[src/rtl/taxi_apb_arb_pkg.sv]
// taxi_apb_arb_pkg: shared state encoding and round-robin pick helper for taxi APB arbiters.
package taxi_apb_arb_pkg;

    typedef enum logic [1:0] {IDLE, SETUP, ACCESS, RESP} state_t;

    typedef struct packed {
        logic       valid;
        logic [3:0] idx;
    } pick_t;

    // First set request at or after ptr+1 (mod n); ptr itself has lowest priority.
    function automatic pick_t rr_pick(input logic [15:0] req, input logic [3:0] ptr, input int n);
        pick_t p;
        int    j;
        p = '0;
        for (int k = 16; k >= 1; k--) begin
            if (k <= n) begin
                j = (int'(ptr) + k) % n;
                if (req[j[3:0]]) begin
                    p.valid = 1'b1;
                    p.idx   = j[3:0];
                end
            end
        end
        return p;
    endfunction

endpackage

[src/rtl/taxi_rr_sel.sv]
// taxi_rr_sel: combinational round-robin selector over up to 16 requests.
module taxi_rr_sel
    import taxi_apb_arb_pkg::*;
#(
    parameter int N  = 2,
    parameter int IW = (N > 1) ? $clog2(N) : 1
) (
    input  logic [N-1:0]  req,
    input  logic [IW-1:0] ptr,
    output logic [IW-1:0] idx,
    output logic          valid
);

    pick_t p;

    always_comb begin
        p     = rr_pick(16'(req), 4'(ptr), N);
        idx   = IW'(p.idx);
        valid = p.valid;
    end

endmodule

[src/rtl/taxi_apb_rr_arb.sv]
// taxi_apb_rr_arb: round-robin arbiter sharing one APB completer between N requesters.
// Define TAXI_APB_RR_ARB_TIMEOUT_EN to bound each ACCESS phase to TIMEOUT cycles.
module taxi_apb_rr_arb
    import taxi_apb_arb_pkg::*;
#(
    parameter int N       = 2,
    parameter int ADDR_W  = 18,
    parameter int DATA_W  = 16,
    parameter int STRB_W  = DATA_W / 8,
    parameter int TIMEOUT = 1024
) (
    input  logic                clk,
    input  logic                rst,
    input  logic [N-1:0]        s_psel,
    input  logic [N-1:0]        s_penable,
    input  logic [N-1:0]        s_pwrite,
    input  logic [N*ADDR_W-1:0] s_paddr,
    input  logic [N*DATA_W-1:0] s_pwdata,
    input  logic [N*STRB_W-1:0] s_pstrb,
    output logic [N-1:0]        s_pready,
    output logic [DATA_W-1:0]   s_prdata,
    output logic [N-1:0]        s_pslverr,
    output logic                m_psel,
    output logic                m_penable,
    output logic                m_pwrite,
    output logic [ADDR_W-1:0]   m_paddr,
    output logic [DATA_W-1:0]   m_pwdata,
    output logic [STRB_W-1:0]   m_pstrb,
    input  logic [DATA_W-1:0]   m_prdata,
    input  logic                m_pready,
    input  logic                m_pslverr
);

    localparam int IW = (N > 1) ? $clog2(N) : 1;

    state_t              state_q, state_d;
    logic [IW-1:0]       grant_q, grant_d, ptr_q, ptr_d, pick_idx;
    logic                pick_valid, tmo;
    logic                pwrite_q, pwrite_d;
    logic [ADDR_W-1:0]   paddr_q, paddr_d;
    logic [DATA_W-1:0]   pwdata_q, pwdata_d;
    logic [STRB_W-1:0]   pstrb_q, pstrb_d;
    logic [N-1:0]        pready_q, pready_d, pslverr_q, pslverr_d;
    logic [DATA_W-1:0]   prdata_q, prdata_d;
    logic                unused_penable;

    // Requesters need not raise penable to be granted; it carries no information here.
    assign unused_penable = ^s_penable;

    taxi_rr_sel #(.N(N), .IW(IW)) u_sel (
        .req   (s_psel),
        .ptr   (ptr_q),
        .idx   (pick_idx),
        .valid (pick_valid)
    );

`ifdef TAXI_APB_RR_ARB_TIMEOUT_EN
    localparam int CW = $clog2(TIMEOUT + 1);

    logic [CW-1:0] cnt_q, cnt_d;

    always_comb begin
        cnt_d = cnt_q;
        if (state_q == SETUP)
            cnt_d = '0;
        else if (state_q == ACCESS && !m_pready)
            cnt_d = cnt_q + 1'b1;
        tmo = state_q == ACCESS && !m_pready && (cnt_q + 1'b1) == CW'(TIMEOUT);
    end

    always_ff @(posedge clk or posedge rst) begin
        if (rst)
            cnt_q <= '0;
        else
            cnt_q <= cnt_d;
    end
`else
    logic unused_timeout;

    assign unused_timeout = ^TIMEOUT;
    assign tmo            = 1'b0;
`endif

    always_comb begin
        state_d   = state_q;
        grant_d   = grant_q;
        ptr_d     = ptr_q;
        pwrite_d  = pwrite_q;
        paddr_d   = paddr_q;
        pwdata_d  = pwdata_q;
        pstrb_d   = pstrb_q;
        pready_d  = '0;
        pslverr_d = '0;
        prdata_d  = '0;
        case (state_q)
            IDLE: begin
                if (pick_valid) begin
                    state_d  = SETUP;
                    grant_d  = pick_idx;
                    pwrite_d = s_pwrite[pick_idx];
                    paddr_d  = s_paddr[pick_idx*ADDR_W +: ADDR_W];
                    pwdata_d = s_pwdata[pick_idx*DATA_W +: DATA_W];
                    pstrb_d  = s_pstrb[pick_idx*STRB_W +: STRB_W];
                end
            end
            SETUP: state_d = ACCESS;
            ACCESS: begin
                // A completion in the timeout cycle wins over the forced error.
                if (m_pready || tmo) begin
                    state_d            = RESP;
                    pready_d[grant_q]  = 1'b1;
                    pslverr_d[grant_q] = m_pready ? m_pslverr : 1'b1;
                    prdata_d           = m_pready ? m_prdata : '0;
                end
            end
            RESP: begin
                state_d = IDLE;
                ptr_d   = grant_q;
            end
            default: state_d = IDLE;
        endcase
    end

    always_ff @(posedge clk or posedge rst) begin
        if (rst) begin
            state_q   <= IDLE;
            grant_q   <= '0;
            ptr_q     <= '0;
            pwrite_q  <= 1'b0;
            paddr_q   <= '0;
            pwdata_q  <= '0;
            pstrb_q   <= '0;
            pready_q  <= '0;
            pslverr_q <= '0;
            prdata_q  <= '0;
        end else begin
            state_q   <= state_d;
            grant_q   <= grant_d;
            ptr_q     <= ptr_d;
            pwrite_q  <= pwrite_d;
            paddr_q   <= paddr_d;
            pwdata_q  <= pwdata_d;
            pstrb_q   <= pstrb_d;
            pready_q  <= pready_d;
            pslverr_q <= pslverr_d;
            prdata_q  <= prdata_d;
        end
    end

    assign m_psel    = state_q == SETUP || state_q == ACCESS;
    assign m_penable = state_q == ACCESS;
    assign m_pwrite  = pwrite_q;
    assign m_paddr   = paddr_q;
    assign m_pwdata  = pwdata_q;
    assign m_pstrb   = pstrb_q;
    assign s_pready  = pready_q;
    assign s_pslverr = pslverr_q;
    assign s_prdata  = prdata_q;

endmodule

[config.mk]
export PLATFORM = sky130hd
export DESIGN_NAME = taxi_apb_rr_arb
export DESIGN_NICKNAME = d
export VERILOG_FILES = /design/src/rtl/taxi_apb_arb_pkg.sv /design/src/rtl/taxi_rr_sel.sv /design/src/rtl/taxi_apb_rr_arb.sv
export SDC_FILE = /design/constraint.sdc
export NUM_CORES = 1
export LEC_CHECK = 0
export BUFFER_PORTS_ARGS = -buffer_cell sky130_fd_sc_hd__buf_2
export CAP_MARGIN = 40
export CORE_UTILIZATION = 48
export DETAILED_ROUTE_END_ITERATION = 8
export PLACE_DENSITY = 0.86
export SYNTH_ARGS = -nofsm -noshare
export SYNTH_HDL_FRONTEND = slang
export SYNTH_HIERARCHICAL = 1
export SYNTH_SLANG_ARGS = --single-unit
[constraint.sdc]
create_clock -name clk -period 2.7 [get_ports clk]
set_input_delay 0.135 -clock clk [delete_from_list [all_inputs] [get_ports clk]]
set_output_delay 0.135 -clock clk [all_outputs]
set_load 0.01 [all_outputs]
======== After elaboration in Yosys (flattened, before gate mapping) ========
Index checks and enable logic that the tools add are counted.
word-level totals
  register bits after elaboration ......... 61
  latch bits .............................. 0
  bits in writable memories ............... 0
  memory bits (read-only) ................. 0
  input bits .............................. 98
  output and inout bits ................... 59
  logic and storage cells ................. 54
  memories kept ........................... 0
cells by class
  add/sub/neg operators ................... 2
  multipliers ............................. 1
  divide/modulo/power cells ............... 0
  $lt $le $gt $ge ......................... 5
  eq/ne operators ......................... 5
  shift-type cells ........................ 3
  multiplexer cells ....................... 20
  bitwise gates (word level) .............. 3
  reductions and logical operators ........ 5
operators with widths
  operator               count
  $shiftx A36 B7 Y18     1
  $mux W16               2
  $shiftx A32 B6 Y16     1
  $mux W2                6
  $lt A4 B5 Y1 const B   2
  $mux W5                2
  $pmux W2 S4            1
  $mux W1                6
  $mul A1 B4 Y5 const B  1
  $bmux W1 S2            2
  $eq A2 B2 Y1 const B   2
  $lt A1 B2 Y1 const B   2
  $ne A2 B1 Y1 const B   2
  $reduce_and A2 Y1      2
  $shiftx A4 B3 Y2       1
  $add A1 B1 Y1 const B  2
  $and A1 B1 Y1 const A  2
  $and A2 B2 Y2          1
  $eq A2 B1 Y1 const B   1
  $logic_not A2 Y1       1
  $demux W1 S1           1
  $ge A1 B1 Y1 const B   1
  $logic_and A1 B1 Y1    1
  $logic_or A1 B1 Y1     1

======== Longest topological paths before layout ========
Gate-level depths: netlist (run 1).
  word-level depth ........................ 8
  mapped depth ............................ 8
  gate-level depth less buffers ........... 5

======== Hierarchy ========
Netlist (run 1), hierarchy kept.
by module, submodules not included
  module           instances  cells an instance  area an instance (sq um)
  taxi_apb_rr_arb  1          227                2,819.0
  taxi_rr_sel      1          2                  13.8

======== Least setup slack after synthesis (run 1) ========
Ideal clock, no wire load.
  path type ............................... register -> register
  from .................................... register state_q[0]
  to ...................................... register pstrb_q[0] (netlist: m_pstrb[0])
  library setup time ...................... 122 ps
  arrival time ............................ 1,224 ps
  data required time ...................... 2,578 ps
  slack ................................... 1,354 ps
  cell stages (with the launch flop) ...... 9
  buffers on the path ..................... 3
  period minus slack after synthesis ...... 1,346 ps
  cell sequence ........................... dfrtp_1 inv_1 ha_1 and2_4 buf_6 buf_12 buf_12 nor2_4 a21oi_2
on the way
  cells in the longest elaborated chain, start to end .. 2
RTL lines
  element                      RTL line                RTL
  start: declaration           taxi_apb_rr_arb.sv:36   state_t state_q, state_d;
  start signal: assignment     taxi_apb_rr_arb.sv:137  state_q <= state_d;
  $logic_not A2 Y1             taxi_apb_rr_arb.sv:95   case (state_q)
  $reduce_and A2 Y1 (no line)  -
  end signal: assignment       taxi_apb_rr_arb.sv:143  pstrb_q <= pstrb_d;
  end: declaration             taxi_apb_rr_arb.sv:42   logic [STRB_W-1:0] pstrb_q, pstrb_d;
Every way passes these cells.
A chain may end at the register's enable or synchronous reset.

======== Worst setup path after layout (run 1) ========
  from .................................... register state_q[0]
  to ...................................... output m_penable
on the way
  cells in the longest elaborated chain, start to end .. 1
RTL lines
  element           RTL line                RTL
  $eq A2 B2 Y1      taxi_apb_rr_arb.sv:151  assign m_penable = state_q == ACCESS;
  end: declaration  taxi_apb_rr_arb.sv:24   output logic m_penable,
Every way passes these cells.

==> flow_summary_export.csv, run 1 <==
group,metric,value,unit
sta,rsz0062_at_grt,"no",
yosys,syn_area,2830,um^2
power_and_ir_drop,sw_frac_of_total,37.3,%
yosys,yosys-top-cells-area,"dfrtp_1, mux2i_1, a21oi_2",
sta,fin_skew,0.00536,ns
power_and_ir_drop,ir_worst_vdd,0.000523,V
outcome,status,"finished clean",
sta,fmax,0.566,GHz
yosys,ys_types,24,
yosys,yosysTopAreaCell,"dfrtp_1",
clocking,htreeDepth,3,
yosys,synth_mux_area_share,13.9,%
worst_setup_path,criticalPathCategory,"register to primary output",
cells_and_area,antenna_cells,0,
cells_and_area,fillCellCount,472,
yosys,syn_nets,331,
power_and_ir_drop,switchingPower,1.41,mW
sta,hold_viol_final,0,
yosys,synth_seq_area_share,53.9,%
placed_design,io_buffers,154,
clocking,clock_latency,0.32,ns
flow_run,drv_cap,0,
sta,tightest_slew,0.607,ns
yosys,synth_cells,229,
yosys,synth_compound_area_share,12.5,%
cells_and_area,syn2layout_area_growth,32.2,%
placed_design,dp.cells,442,
placed_design,dp_hpwl,4.44,mm
floorplanning,num_rows,27,
worst_hold_path,hp-class,"input pin to register",
sta,period_minus_slack,1.77,ns
sta,fin_crit_sh,65.4,%
yosys,synth_fa_ha_area_share,1.77,%
clocking,cts_tree,"yes",
clocking,cts_setup_buffers,0,
placed_design,globalplace.congestion,0.697,
power_and_ir_drop,power.total,3.78,mW
global_routing,grtUsageTotal,21.4,%
clocking,cts-resized-gates,0,
yosys,ys_top_cells_by_count,"dfrtp_1, nor2_1, a21oi_2, mux2i_1, and3_1",
worst_setup_path,critPathMaxFanout,22,
global_routing,grt_overflow,0,
sta,drv_slew,0,
worst_setup_path,cp.arrival,1.63,ns
power_and_ir_drop,powerDensity,1010,nW/um^2
drt,avgRoutedWirePerCell,13.2,um
sta,setup_tns,0,ns
power_and_ir_drop,seqPwrFrac,38.1,%
yosys,synth_edf_count,0,
sta,relSlewSlack,59.5,%
cells_and_area,stdcell_area,3740,um^2
clocking,cts_buffers,9,
clocking,clockRootBuffer,"clkbuf_8",
drt,drt-initial-drc-count,70,
yosys,async_flop_share,100,%
global_routing,grt_max_degree,47,
sta,fin_hold_ws,0.0524,ns
clocking,path_clk_slew,0.06,ns
yosys,ys_ff_latch,61,
worst_setup_path,crit_required,2.57,ns
floorplanning,design.core.area,5610,um^2
yosys,synth_xor_area_share,0,%
worst_setup_path,worstSetupEndpointType,"primary output",
power_and_ir_drop,p_clk_share,19.1,%
worst_setup_path,setup.worst_path.start_class,"register",
global_routing,antenna_found_initial,0,
power_and_ir_drop,leakagePower,1.99,nW
cells_and_area,fin_cells,458,
floorplanning,die_h,78.8,um
floorplanning,initial_core_util,50.5,%
yosys,yosysMostFrequentCell,"dfrtp_1",
global_routing,grt_pass1_vias,2248,
placed_design,postPlaceCellArea,3560,um^2
power_and_ir_drop,internal_power,2.37,mW
drt,vias,2188,
yosys,synth_top_cell_area_share,53.9,%
clocking,clock_sinks,61,
power_and_ir_drop,p_comb_share,42.8,%
drt,via_per_inst,4.78,
clocking,clock_path_buffers,2,
floorplanning,dieArea,6210,um^2
drt,drc,0,
drt,drt_wl_total,6.04,mm
yosys,ys_warn_count,6,
clocking,cts-hold-fix-buffers,1,
global_routing,grt_pass1_wl,9.98,mm
yosys,syn_area_per_cell,12.4,um^2
drt,firstDrtPassIters,4,
sta,setup_viol,0,
cells_and_area,drive_gt1_share,55.7,%
floorplanning,die-width,78.8,um
cells_and_area,finalNetCount,484,
yosys,synth_ff_type,"dfrtp_1",
yosys,synthSimpleGateAreaFrac,10.6,%
yosys,synth_top_family_by_area,"multiplexers",
floorplanning,ios,157,
drt,ant_nets,0,
## layout by cell type, fill, tap and decap left out, drive strengths merged
| cell | instances |
|---|---|
| and2 | 1 |
| a21oi | 38 |
| buf | 158 |
| and3 | 18 |
| a21boi | 1 |
| mux2 | 2 |
| inv | 5 |
| clkbuf | 14 |
| mux2i | 37 |
| dfrtp | 61 |
| or2 | 1 |
| nor2b | 1 |
| nand2 | 1 |
| o32a | 1 |
| nand3 | 1 |
| clkinv | 1 |
| o21ai | 1 |
| dlygate4sd3 | 1 |
| nor2 | 39 |
| ha | 4 |
## cells by family (layout without fill, tap and decap cells)
| kind of cell | Yosys count | after routing |
|---|---|---|
| compound gates | 41 | 41 |
| flops | 61 | 61 |
| buf+inv | 22 | 179 |
| simple gates | 62 | 62 |
| mux | 39 | 39 |
| fa+ha+maj | 4 | 4 |
## critical path: stages, from the launching register on
cell	delay (ns)
dfrtp_1	0.40
inv_1	0.11
ha_1	0.56
buf_2	0.24
## flip-flops by register name (all words and copies together) (netlist names)
| name | flops |
|---|---|
| m_paddr | 18 |
| ptr_q | 1 |
| m_pstrb | 2 |
| s_prdata | 16 |
| m_pwdata | 16 |
| state_q | 2 |
| s_pready | 2 |
| s_pslverr | 2 |
| m_pwrite | 1 |
| grant_q | 1 |
## layout make-up
type                            count  area [um^2]  share of cell area (%)
Multi-Input combinational cell    146         1110                    29.6
Inverter                            5         18.8                   0.501
Tap cell                           72         90.1                    2.41
Sequential cell                    61         1530                    40.8
Clock buffer                       14          173                    4.61
Clock inverter                      1         5.00                   0.134
Timing Repair Buffer              159          823                    22.0
## through the flow
step                      utilization (%)  setup WS (ns)
after floorplan                         -           1.05
after global placement               63.4           1.07
after detailed placement             63.4          0.981
after CTS                            66.8          0.911
after global routing                 66.8          0.811
final                                66.8          0.934
## path summary, 6_finish.rpt
kind	start	end	slack, ns	cells past startpoint
worst max-delay path	state_q[0]	m_penable	0.93	3
min in group asynchronous	rst	s_prdata[8]	0.36	3
worst min register to register	grant_q	s_pslverr[0]	0.49	1
worst max register to register	state_q[0]	state_q[1]	0.98	4
worst min-delay path	m_prdata[9]	s_prdata[9]	0.05	2
max in group asynchronous	rst	grant_q	1.46	4
## power by group through the flow
stage,logic [mW],registers (mW),clock network [mW]
after CTS,1.65,1.44,0.739
after detailed placement,1.64,1.46,0
after floorplan,1.06,1.60,0
after global routing,1.80,1.48,0.790
final,1.62,1.44,0.721
after global placement,1.57,1.44,0
## per-layer routing
layer	global-route usage (%)	vias to the layer above	part of all wire, %
met5	0	-	0
met4	7.64	0	1.1
met3	5.98	7	5.6
met2	40.6	83	54
met1	22.4	1017	40
li1	-	1081	-
No activity file was read; power rests on OpenSTA's default activity.
==> run 2: changes to the inputs <==
- ABC_AREA: unset -> 1
- CORE_UTILIZATION: 48 -> 44
- PLACE_DENSITY: 0.86 -> 0.8
- clock period: 2.7 -> 1.8 ns (I/O delays scaled with it)
==> run 2 against run 1 <==
Compared with the run above:
- sequential cell count did not move
- sequential share of layout area shrank 2.7 points
- final area grew 7.0%
- total power up 49%
- first-iteration DRC count is 86% higher
- register-to-register slack got worse by 0.75 ns
- critical endpoint is now s_pslverr[1]
- largest cell class unchanged
- largest power group unchanged
==> flow_summary_export.csv, run 2 <==
group,metric,value,unit
outcome,status,"finished clean",
worst_setup_path,crit_required,2.02,ns
flow_run,drv_cap,0,
yosys,yosysTopAreaCell,"dfrtp_1",
yosys,syn_nets,472,
sta,hold_viol_final,0,
global_routing,grt_max_degree,39,
global_routing,grt_pass1_wl,11.1,mm
worst_setup_path,worstReg2RegEnd,"s_pslverr[1]",
worst_setup_path,worstSetupEndpointType,"register",
placed_design,globalplace.congestion,0.774,
clocking,cts-resized-gates,0,
drt,ant_nets,0,
yosys,yosysMostFrequentCell,"nand2_1",
worst_setup_path,rrSetupSlack,0.23,ns
sta,fin_crit_sh,87.1,%
floorplanning,die-width,81.9,um
yosys,synth_ff_type,"dfrtp_1",
cells_and_area,post-route-util,66.5,%
cells_and_area,mostFrequentLayoutCells,"nand2_1, buf_2, dfrtp_1",
floorplanning,die_h,81.9,um
worst_setup_path,cp.arrival,1.79,ns
yosys,ys_warn_count,6,
sta,drv_slew,0,
cells_and_area,finalNetCount,644,
floorplanning,initial_core_util,46.6,%
cells_and_area,antenna_cells,0,
drt,drt_wl_total,7.16,mm
drt,via_per_inst,4.46,
clocking,clockRootBuffer,"clkbuf_8",
power_and_ir_drop,leakagePower,2.56,nW
power_and_ir_drop,powerDensity,1400,nW/um^2
global_routing,grtUsageTotal,22.3,%
sta,fin_skew,0.00831,ns
global_routing,grt_overflow,0,
cells_and_area,fin_cells,622,
sta,rsz0062_at_grt,"no",
global_routing,antenna_found_initial,0,
placed_design,io_buffers,154,
cells_and_area,regArea,1530,um^2
sta,tightest_slew,0.648,ns
cells_and_area,largest_reg_flops,18,
sta,setup_viol,0,
yosys,synth_edf_count,0,
yosys,synth_seq_area_share,54.4,%
sta,period_minus_slack,1.57,ns
power_and_ir_drop,ir_worst_vdd,0.00101,V
yosys,syn_area_per_cell,7.59,um^2
floorplanning,ios,157,
worst_setup_path,critPathMaxFanout,20,
yosys,synth_top_cell_area_share,54.4,%
yosys,yosys-top-cells-area,"dfrtp_1, nand2_1, inv_1",
worst_setup_path,setup.worst_path.start_class,"register",
global_routing,grt_pass1_vias,2509,
clocking,clock_path_buffers,2,
drt,drt-initial-drc-count,130,
floorplanning,design.core.area,6030,um^2
cells_and_area,fillCellCount,522,
drt,firstDrtPassIters,4,
sta,setup_tns,0,ns
clocking,clock_latency,0.32,ns
yosys,syn_area,2810,um^2
floorplanning,dieArea,6700,um^2
sta,fmax,0.638,GHz
clocking,cts_tree,"yes",
clocking,htreeDepth,3,
yosys,ys_ff_latch,61,
clocking,path_clk_slew,0.07,ns
yosys,ys_types,16,
worst_setup_path,r2r_cells,4,
cells_and_area,final_common_cell,"nand2_1",
yosys,synth_cells,370,
placed_design,dp_hpwl,4.92,mm
yosys,ys_top_cells_by_count,"nand2_1, dfrtp_1, inv_1",
worst_setup_path,setup.worst_path.end,"s_pslverr[1]",
cells_and_area,drive_gt1_share,32.9,%
yosys,async_flop_share,100,%
drt,vias,2775,
worst_setup_path,crit_start,"state_q[0]",
drt,avgRoutedWirePerCell,11.5,um
clocking,clock_sinks,61,
worst_setup_path,rr_startpoint,"state_q[0]",
worst_hold_path,hp-class,"input pin to register",
clocking,cts_buffers,9,
cells_and_area,multi_input_area,1050,um^2
drt,drc,0,
worst_setup_path,criticalPathCategory,"register to register",
cells_and_area,syn2layout_area_growth,42.8,%
placed_design,dp.cells,588,
sta,relSlewSlack,56.7,%
floorplanning,num_rows,28,
run 2: changes by cell type after synthesis, sizes merged:
cell	change
nand2	+232
and2	-1
mux2	-2
o32a	-1
a21boi	-1
a21oi	-36
nor2	-20
inv	+23
nand3	+1
nor3	+2
mux2i	-37
and3	-18
nor2b	-1
run 2: stage by stage:
step / power (mW) / hold WS, ns / cell area, um^2 / worst slack (ns)
after global routing: 6.08 / 0.0432 / 4010 / 0.102
after CTS: 5.68 / 0.0369 / 4010 / 0.262
final: 5.63 / 0.0462 / 4010 / 0.233
after global placement: 4.28 / 0.154 / 3620 / 0.374
after detailed placement: 4.38 / 0.171 / 3620 / 0.283
after floorplan: 3.53 / 0.196 / 2810 / 0.197
run 2: critical path, stage by stage, from the launching register on:
cell	delay, ns
dfrtp_1	0.40
inv_1	0.12
ha_1	0.22
nand2_1	0.40
nor3_1	0.32
run 2: cell type report:
type                    instances  share of cell area, %
flip-flops and latches         61                   38.1
multi-input cells             264                   26.2
inverters                      28                   2.62
repair buffers                178                   25.5
clock buffers                  13                   4.21
well taps                      75                   2.34
clock inverters                 3                   1.06
run 2: where the power goes:
part,switching [mW],internal (mW)
registers,0.252,1.87
clock network,0.506,0.752
logic,1.36,0.888
total,2.12,3.51
run 2: logic make-up after synthesis:
family	count (synthesis)	share of synthesized area, %
and+or+nand+nor	257	34.7
DFF	61	54.4
buffers and inverters	45	8.60
adders and majority gates	4	1.78
AOI/OAI and AO/OA	3	0.535
run 2: per-layer routing:
metal	global-route usage [%]	wire length [um]	up-vias
met5	0	0	-
met4	13.0	237	0
met1	24.0	2870	1227
met3	4.11	402	22
met2	40.3	3650	98
li1	-	-	1428
run 2: worst min-delay path by stage:
stage	startpoint	to	slack (ns)	depth (start not counted)
finish	s_pwdata[1]	m_pwdata[1]	0.05	5
global route	s_pwdata[1]	m_pwdata[1]	0.04	5
CTS	s_paddr[15]	m_paddr[15]	0.04	5
detailed placement	rst	m_pwdata[9]	0.17	2
global placement	rst	m_pwdata[9]	0.15	2
floorplan	m_prdata[0]	s_prdata[0]	0.20	2
run 2: timing repair:
item	CTS	global route
hold endpoints to repair	40	0
hold buffers	18	0
buffers inserted	0	0
